File: src/rtl/ex_mem_reg.sv
// ---------------------------------------------------------------------------
// ex_mem_reg : EX/MEM pipeline register of the 8-bit RISC-V pipeline.
//
// Captures the EX-stage ALU result, store data, zero flag, destination
// register, branch target and control bits, and presents them to the MEM
// stage one cycle later. Supports stall (hold), flush (bubble) and an
// automatic wrong-path squash when a taken branch sits in MEM (pc_src=1).
// Control outputs are ANDed with valid so that a bubble can never write
// memory, write the register file or redirect the PC.
//
// Per-edge priority: reset > flush > pc_src squash > stall > load.
//
// Optional feature macro: EXMEM_PERF_CNT_EN
//   When defined, three 16-bit saturating performance counters and their
//   ports (retired_cnt, bubble_cnt, taken_cnt) are present.
//
// Ports:
//   clock              rising-edge clock
//   reset              synchronous active-low reset
//   stall / flush      hazard-unit hold / bubble request
//   pc_src             taken branch currently in MEM (squash EX instruction)
//   valid_in           EX stage holds a real instruction
//   *_in               EX control bits and data fields
//   valid_out          MEM stage holds a real instruction
//   *_out              gated control bits and stored data fields
//   retired_cnt, bubble_cnt, taken_cnt   performance counters (macro only)
// ---------------------------------------------------------------------------
module ex_mem_reg #(
    parameter int ADDRESS_LINE   = 8,
    parameter int REG_ADDR_WIDTH = 5
) (
    input  logic                      clock,
    input  logic                      reset,
    input  logic                      stall,
    input  logic                      flush,
    input  logic                      pc_src,
    input  logic                      valid_in,
    input  logic                      branch_in,
    input  logic                      mem_read_in,
    input  logic                      mem_write_in,
    input  logic                      mem_to_reg_in,
    input  logic                      reg_write_in,
    input  logic                      zero_in,
    input  logic [7:0]                alu_result_in,
    input  logic [7:0]                write_data_in,
    input  logic [REG_ADDR_WIDTH-1:0] rd_in,
    input  logic [ADDRESS_LINE-1:0]   branch_target_in,
    output logic                      valid_out,
    output logic                      branch_out,
    output logic                      mem_read_out,
    output logic                      mem_write_out,
    output logic                      mem_to_reg_out,
    output logic                      reg_write_out,
    output logic                      zero_out,
    output logic [7:0]                alu_result_out,
    output logic [7:0]                write_data_out,
    output logic [REG_ADDR_WIDTH-1:0] rd_out,
    output logic [ADDRESS_LINE-1:0]   branch_target_out
`ifdef EXMEM_PERF_CNT_EN
    ,
    output logic [15:0]               retired_cnt,
    output logic [15:0]               bubble_cnt,
    output logic [15:0]               taken_cnt
`endif
);

    logic                      valid_r;
    logic                      branch_r;
    logic                      mem_read_r;
    logic                      mem_write_r;
    logic                      mem_to_reg_r;
    logic                      reg_write_r;
    logic                      zero_r;
    logic [7:0]                alu_result_r;
    logic [7:0]                write_data_r;
    logic [REG_ADDR_WIDTH-1:0] rd_r;
    logic [ADDRESS_LINE-1:0]   branch_target_r;

    // A squash (pc_src) overrides stall: the EX instruction is wrong-path.
    logic bubble_s;
    assign bubble_s = flush | pc_src;

    // Pipeline register: reset, bubble insertion, hold or load.
    always_ff @(posedge clock) begin
        if (!reset || bubble_s) begin
            valid_r         <= 1'b0;
            branch_r        <= 1'b0;
            mem_read_r      <= 1'b0;
            mem_write_r     <= 1'b0;
            mem_to_reg_r    <= 1'b0;
            reg_write_r     <= 1'b0;
            zero_r          <= 1'b0;
            alu_result_r    <= 8'h00;
            write_data_r    <= 8'h00;
            rd_r            <= '0;
            branch_target_r <= '0;
        end else if (stall) begin
            valid_r         <= valid_r;
            branch_r        <= branch_r;
            mem_read_r      <= mem_read_r;
            mem_write_r     <= mem_write_r;
            mem_to_reg_r    <= mem_to_reg_r;
            reg_write_r     <= reg_write_r;
            zero_r          <= zero_r;
            alu_result_r    <= alu_result_r;
            write_data_r    <= write_data_r;
            rd_r            <= rd_r;
            branch_target_r <= branch_target_r;
        end else begin
            valid_r         <= valid_in;
            branch_r        <= branch_in;
            mem_read_r      <= mem_read_in;
            mem_write_r     <= mem_write_in;
            mem_to_reg_r    <= mem_to_reg_in;
            reg_write_r     <= reg_write_in;
            zero_r          <= zero_in;
            alu_result_r    <= alu_result_in;
            write_data_r    <= write_data_in;
            rd_r            <= rd_in;
            branch_target_r <= branch_target_in;
        end
    end

    // Controls are gated by valid so a bubble carrying stale control bits
    // (a load with valid_in=0) is harmless. Only register outputs feed these.
    assign valid_out         = valid_r;
    assign branch_out        = branch_r     & valid_r;
    assign mem_read_out      = mem_read_r   & valid_r;
    assign mem_write_out     = mem_write_r  & valid_r;
    assign mem_to_reg_out    = mem_to_reg_r & valid_r;
    assign reg_write_out     = reg_write_r  & valid_r;
    assign zero_out          = zero_r;
    assign alu_result_out    = alu_result_r;
    assign write_data_out    = write_data_r;
    assign rd_out            = rd_r;
    assign branch_target_out = branch_target_r;

`ifdef EXMEM_PERF_CNT_EN
    // Saturating increment: sticks at all-ones instead of wrapping.
    function automatic logic [15:0] sat_inc(input logic [15:0] val);
        if (val == 16'hFFFF) begin
            sat_inc = val;
        end else begin
            sat_inc = val + 16'd1;
        end
    endfunction

    logic [15:0] retired_cnt_r;
    logic [15:0] bubble_cnt_r;
    logic [15:0] taken_cnt_r;
    logic        retire_ev_s;
    logic        bubble_ev_s;
    logic        taken_ev_s;

    // A bubble enters on flush/squash or on a plain load of an empty slot.
    assign retire_ev_s = valid_r & ~stall;
    assign bubble_ev_s = bubble_s | (~stall & ~valid_in);
    assign taken_ev_s  = pc_src & valid_r;

    // Performance counters.
    always_ff @(posedge clock) begin
        if (!reset) begin
            retired_cnt_r <= 16'h0000;
            bubble_cnt_r  <= 16'h0000;
            taken_cnt_r   <= 16'h0000;
        end else begin
            retired_cnt_r <= retire_ev_s ? sat_inc(retired_cnt_r) : retired_cnt_r;
            bubble_cnt_r  <= bubble_ev_s ? sat_inc(bubble_cnt_r)  : bubble_cnt_r;
            taken_cnt_r   <= taken_ev_s  ? sat_inc(taken_cnt_r)   : taken_cnt_r;
        end
    end

    assign retired_cnt = retired_cnt_r;
    assign bubble_cnt  = bubble_cnt_r;
    assign taken_cnt   = taken_cnt_r;
`endif

endmodule

File: config.mk
export PLATFORM = sky130hd
export DESIGN_NAME = ex_mem_reg
export DESIGN_NICKNAME = d
export VERILOG_FILES = /design/src/rtl/ex_mem_reg.sv
export SDC_FILE = /design/constraint.sdc
export NUM_CORES = 1
export LEC_CHECK = 0
export CAP_MARGIN = 10
export CORE_UTILIZATION = 25
export CTS_BUF_LIST = sky130_fd_sc_hd__clkbuf_4 sky130_fd_sc_hd__clkbuf_8
export CTS_CLUSTER_DIAMETER = 100
export DETAILED_ROUTE_END_ITERATION = 6
export MAX_ROUTING_LAYER = met4
export REMOVE_ABC_BUFFERS = 1
export SYNTH_ARGS = -nofsm -noshare
export SYNTH_HDL_FRONTEND = slang
export SYNTH_SLANG_ARGS = --single-unit
File: constraint.sdc
create_clock -name clock -period 1.3 [get_ports clock]
set_input_delay 0.325 -clock clock [delete_from_list [all_inputs] [get_ports clock]]
set_output_delay 0.325 -clock clock [all_outputs]
set_load 0.1 [all_outputs]
==> run_results.csv <==
group,metric,value,unit
outcome,outcome,"completed",
synthesis,synthCells,122,
cts,cts.clk_slew.worst_paths,0.07,ns
cts,cts_tree,"done",
global_routing,grt_max_degree,19,
routing,routed_via_density,4.13,
floorplan,start_util,26.0,%
cells_and_area,final_layout_size_suffix_gt1_share,28.1,%
sta,min_period,1.29,ns
sta,drv_slew,0,
synthesis,ys_types,9,
power_and_ir_drop,peakVddDrop,0.437,mV
synthesis,netlist_area,1340,µm²
cells_and_area,nets,243,
sta,fmax,774,MHz
sta,worstMarginPinSlew,0.234,ns
sta,hold_ws,0.467,ns
worst_setup_path,reg2reg_to,"branch_target_out[3]",
hold_path,hold_start,"stall",
placed_design,dp.final_hpwl,2.38,mm
power_and_ir_drop,power_density,961,nW/µm²
sta,rsz0062_at_grt,"true",
sta,hold_viol,0,
cells_and_area,syn2layout_area_growth,99.3,%
synthesis,ys_seq_elements,36,
cts,htreeDepth,2,
sta,fin_ws,0.00884,ns
routing,drcViolationCount,0,
worst_setup_path,arrival,0.97,ns
cts,cts_buffers,5,
cells_and_area,antenna-diode-count,0,
cells_and_area,stdcell_count,273,
synthesis,yosys_warnings,0,
cts,cts_num_sinks,36,
job,maxCapViolCount,0,
placed_design,dp_slack,-0.255,ns
hold_path,hp-class,"in2reg",
synthesis,avgSynthCellArea,10.9,µm²
hold_path,hold_end,"zero_out",
routing,dr.pass1.iters,4,
placed_design,io_buffers,76,
worst_setup_path,cp_max_fo,7,
floorplan,rows,26,
cells_and_area,final.fill_count,484,
sta,setup-violations-final,0,
global_routing,antenna_found_initial,0,
global_routing,grt_pass1_wl,4.86,mm
floorplan,die_h,75.1,µm
placed_design,dp_cells,264,
routing,wl_per_cell,11.5,µm
routing,routed_wl,3.13,mm
global_routing,grt_usage,12.2,%
global_routing,overflow,0,
floorplan,io_pins,77,
routing,vias,1128,
worst_setup_path,startpoint_type,"register",
placed_design,place.gp.congestion,0.629,
global_routing,grt_pass1_vias,1063,
worst_setup_path,critPathKind,"reg2out",
floorplan,die_w,75.1,µm
sta,fin_crit_sh,99.3,%
synthesis,ys_seq_area_share,54.0,%
power_and_ir_drop,leakage,1.11,nW
worst_setup_path,r2r_cells,2,
sta,tns,0,ns
sta,max_slew_margin,84.4,%
cts,ctsHoldBuffers,0,
worst_setup_path,r2r_slack,0.64,ns
floorplan,core,5140,µm²
worst_setup_path,crit_required,0.98,ns
routing,drt_iter0_markers,45,
worst_setup_path,cp-end-kind,"output pin",
worst_setup_path,r2r_start,"branch_target_out[3]",
cts,cts-root-buf,"clkbuf_8",
routing,ant_nets,0,
cts,clock_latency,0.28,ns
sta,finalClockSkew,0,ns
hold_path,holdPathStages,3,
floorplan,die_area,5640,µm²
cells_and_area,fin_util,51.8,%
cts,cts_max_path_buffers,2,
-- area by class of cell --
cell class	count	area, µm²	area share [%]
sequential	36	724	27.2
timing repair buffer	81	1190	44.6
multi-input combinational	78	551	20.7
clock buffer	6	76.3	2.87
tap	70	87.6	3.29
clock inverter	2	35.0	1.32
-- placed cells by master, fill, tap and decap left out, drive strengths merged --
master / count
bufinv: 1
buf: 42
mux2i: 36
and2: 5
clkbuf: 6
nor2: 36
clkinv: 1
dfxtp: 36
or3b: 1
clkdlybuf4s50: 39
-- synth_stat cells --
cell type	instances	area share [%]
mux2i_1	36	27
nor2_1	36	10
buf_2	3	1.1
dfxtp_1	36	54
buf_4	1	0.56
buf_8	3	3.4
or3b_1	1	0.66
and2_1	5	2.3
buf_6	1	0.84
-- worst max-delay path, stage by stage, from the launching register on --
cell     delay, ns
dfxtp_4       0.37
and2_4        0.15
buf_12        0.16
-- state kept, by name (all words and copies together) (netlist names) --
register,cells
zero_out,1
reg_write_r,1
write_data_out,8
mem_write_r,1
valid_out,1
branch_r,1
branch_target_out,8
mem_read_r,1
mem_to_reg_r,1
alu_result_out,8
rd_out,5
-- logic make-up after synthesis --
logic type | count (synthesis) | synth area share (%)
flip-flops | 36 | 54.0
AND/OR/NAND/NOR | 42 | 13.1
multiplexers | 36 | 27.0
buffers and inverters | 8 | 5.90
-- per-stage QoR --
step / cell area (µm²) / total power, W
2_1_floorplan: 1260 / 0.00136
3_3_place_gp: 2510 / 0.00162
3_5_place_dp: 2510 / 0.00162
4_1_cts: 2650 / 0.00260
5_1_grt: 2660 / 0.00268
6_report: 2660 / 0.00256
-- how the worst max path moves through the flow --
stage	cells past startpoint	end	from
2_1_floorplan	1	branch_out	valid_out
3_3_place_gp	4	alu_result_out[5]	reset
3_5_place_dp	4	branch_target_out[3]	reset
4_1_cts	2	reg_write_out	valid_out
5_1_grt	2	reg_write_out	valid_out
6_report	2	reg_write_out	valid_out
-- what timing repair did --
action	in CTS	in global routing
hold endpoints to repair	0	0
setup endpoints to repair	5	15
pin swaps	5	0
buffers inserted	1	0
resized for setup	7	3
-- routing by layer --
layer  part of all wire, %  global-route usage (%)  vias to the layer above
li1                      -                       -                      558
met5                     0                       -                        -
met3                   8.4                    3.35                        6
met1                    44                    14.4                      516
met4                   1.6                    6.29                        0
met2                    46                    18.8                       48
-- where the power goes --
part / internal [W] / total (W) / switching (W)
clock network: 0.000589 / 0.000961 / 0.000372
registers: 0.00112 / 0.00114 / 0.0000201
logic: 0.000236 / 0.000454 / 0.000218
Power figures use the tool's default switching activity.
==> variant: new RTL, same settings <==
`REG_ADDR_WIDTH`: 5 -> 4.
--- a/src/rtl/ex_mem_reg.sv
+++ b/src/rtl/ex_mem_reg.sv
@@ -29,3 +29,3 @@
     parameter int ADDRESS_LINE   = 8,
-    parameter int REG_ADDR_WIDTH = 5
+    parameter int REG_ADDR_WIDTH = 4
 ) (
Interface: changed (resized rd_in and rd_out); port bits go from 77 to 75. No check against the original RTL was run, so the function may have changed too.
==> variant against the unedited design <==
  * Total power shrank 0.42%
  * First-iteration DRC count increased by 22%
  * Setup slack worse by 5.0 ps
  * Cell area is 2.4% lower
  * Synthesized area fell by 2.5%
  * Worst hold slack improved by 49 ps
  * Routed wire length grew 7.9%
  * Sequential cell count decreased by 1
  * Clock skew did not move
  * Via count down 2.2%
  * Critical endpoint is now mem_to_reg_out
  * Largest power group unchanged
==> variant: results (changes against the unedited design) <==
p_switching_mw: 0.6061  # -0.56%
grt_usage_pct: 13.50  # +1.3 points
wl_met1_um: 1397  # +1.5%
drt_iter0_markers: 55  # +22%
highest_layer: "met4"
use_met2_pct: 20.91  # +2.1 points
hold_start: "branch_r"
netlist_top_cells_count: "dfxtp_1, mux2i_1, nor2_1"
portBuffers: 74  # -2.6%
nets: 237  # -2.5%
tightest_slew_ps: 151.1  # -82.91 ps
status: "complete, no violations"
place_ws_ps: -266.3  # -11.49 ps
r2r-end: "valid_out"
hold_path_class: "reg -> reg"
gr-usage-met1_pct: 14.38  # -0.057 points
fin_cells: 265  # -2.9%
avgSynthCellArea_um2: 10.93  # about the same
layout-drive-gt1-share_pct: 27.78  # -0.30 points
dp_hpwl_um: 2690  # +13%
utilization_pct: 53.21  # +1.5 points
r2r_setup_slack_ps: 490  # -150 ps
worstPathMaxFanout: 6  # -1
worst_slack_ps: 3.841  # -4.995 ps
critPathCapture: "mem_to_reg_out"
place_inst: 257  # -2.7%
irDropWorstVdd_v: 0.0005503  # +26%
routed-wl-met2_um: 1573  # +9.5%
path_class: "reg -> out"
synth_area_leaders: "dfxtp_1, mux2i_1, nor2_1"
routedWlPerCell_um: 12.74  # +11%
p_leak_nw: 1.085  # -2.3%
use_met3_pct: 5.420  # +2.1 points
grt_pass1_wl_um: 5147  # +5.8%
grt_max_degree: 22  # +3
grt_pass1_vias: 1051  # -1.1%
gp_congestion: 0.7519  # +20%
place_area_um2: 2455  # -2.4%
-- variant: power groups by stage --
stage	registers (mW)	logic, mW	clock network [mW]
2_1_floorplan	1.25	0.0765	0
5_1_grt	1.11	0.465	1.09
6_report	1.11	0.443	0.993
3_3_place_gp	1.13	0.437	0
3_5_place_dp	1.14	0.443	0
4_1_cts	1.11	0.445	1.03
-- variant: logic make-up after synthesis --
logic type,Yosys count,synth area share (%)
mux,35,26.92
simple gates,41,13.17
buf+inv,8,6.057
flops,35,53.85
-- variant: final cells by class --
type / instances / area share, %
clock buffer: 6 / 3.181
multi-input combinational: 76 / 20.58
timing repair buffer: 79 / 44.53
tap: 67 / 3.229
sequential: 35 / 27.13
clock inverter: 2 / 1.349
-- variant: critical path, stage by stage, from the launching register on --
cell and delay [ps]:
dfxtp_4 370, and2_4 150, buf_12 160
-- variant: timing repair --
action / 4_1_cts / 5_1_grt
pin swaps: 5 / 0
hold buffers: 0 / 0
gates resized for setup: 7 / 2
setup endpoints to repair: 6 / 9
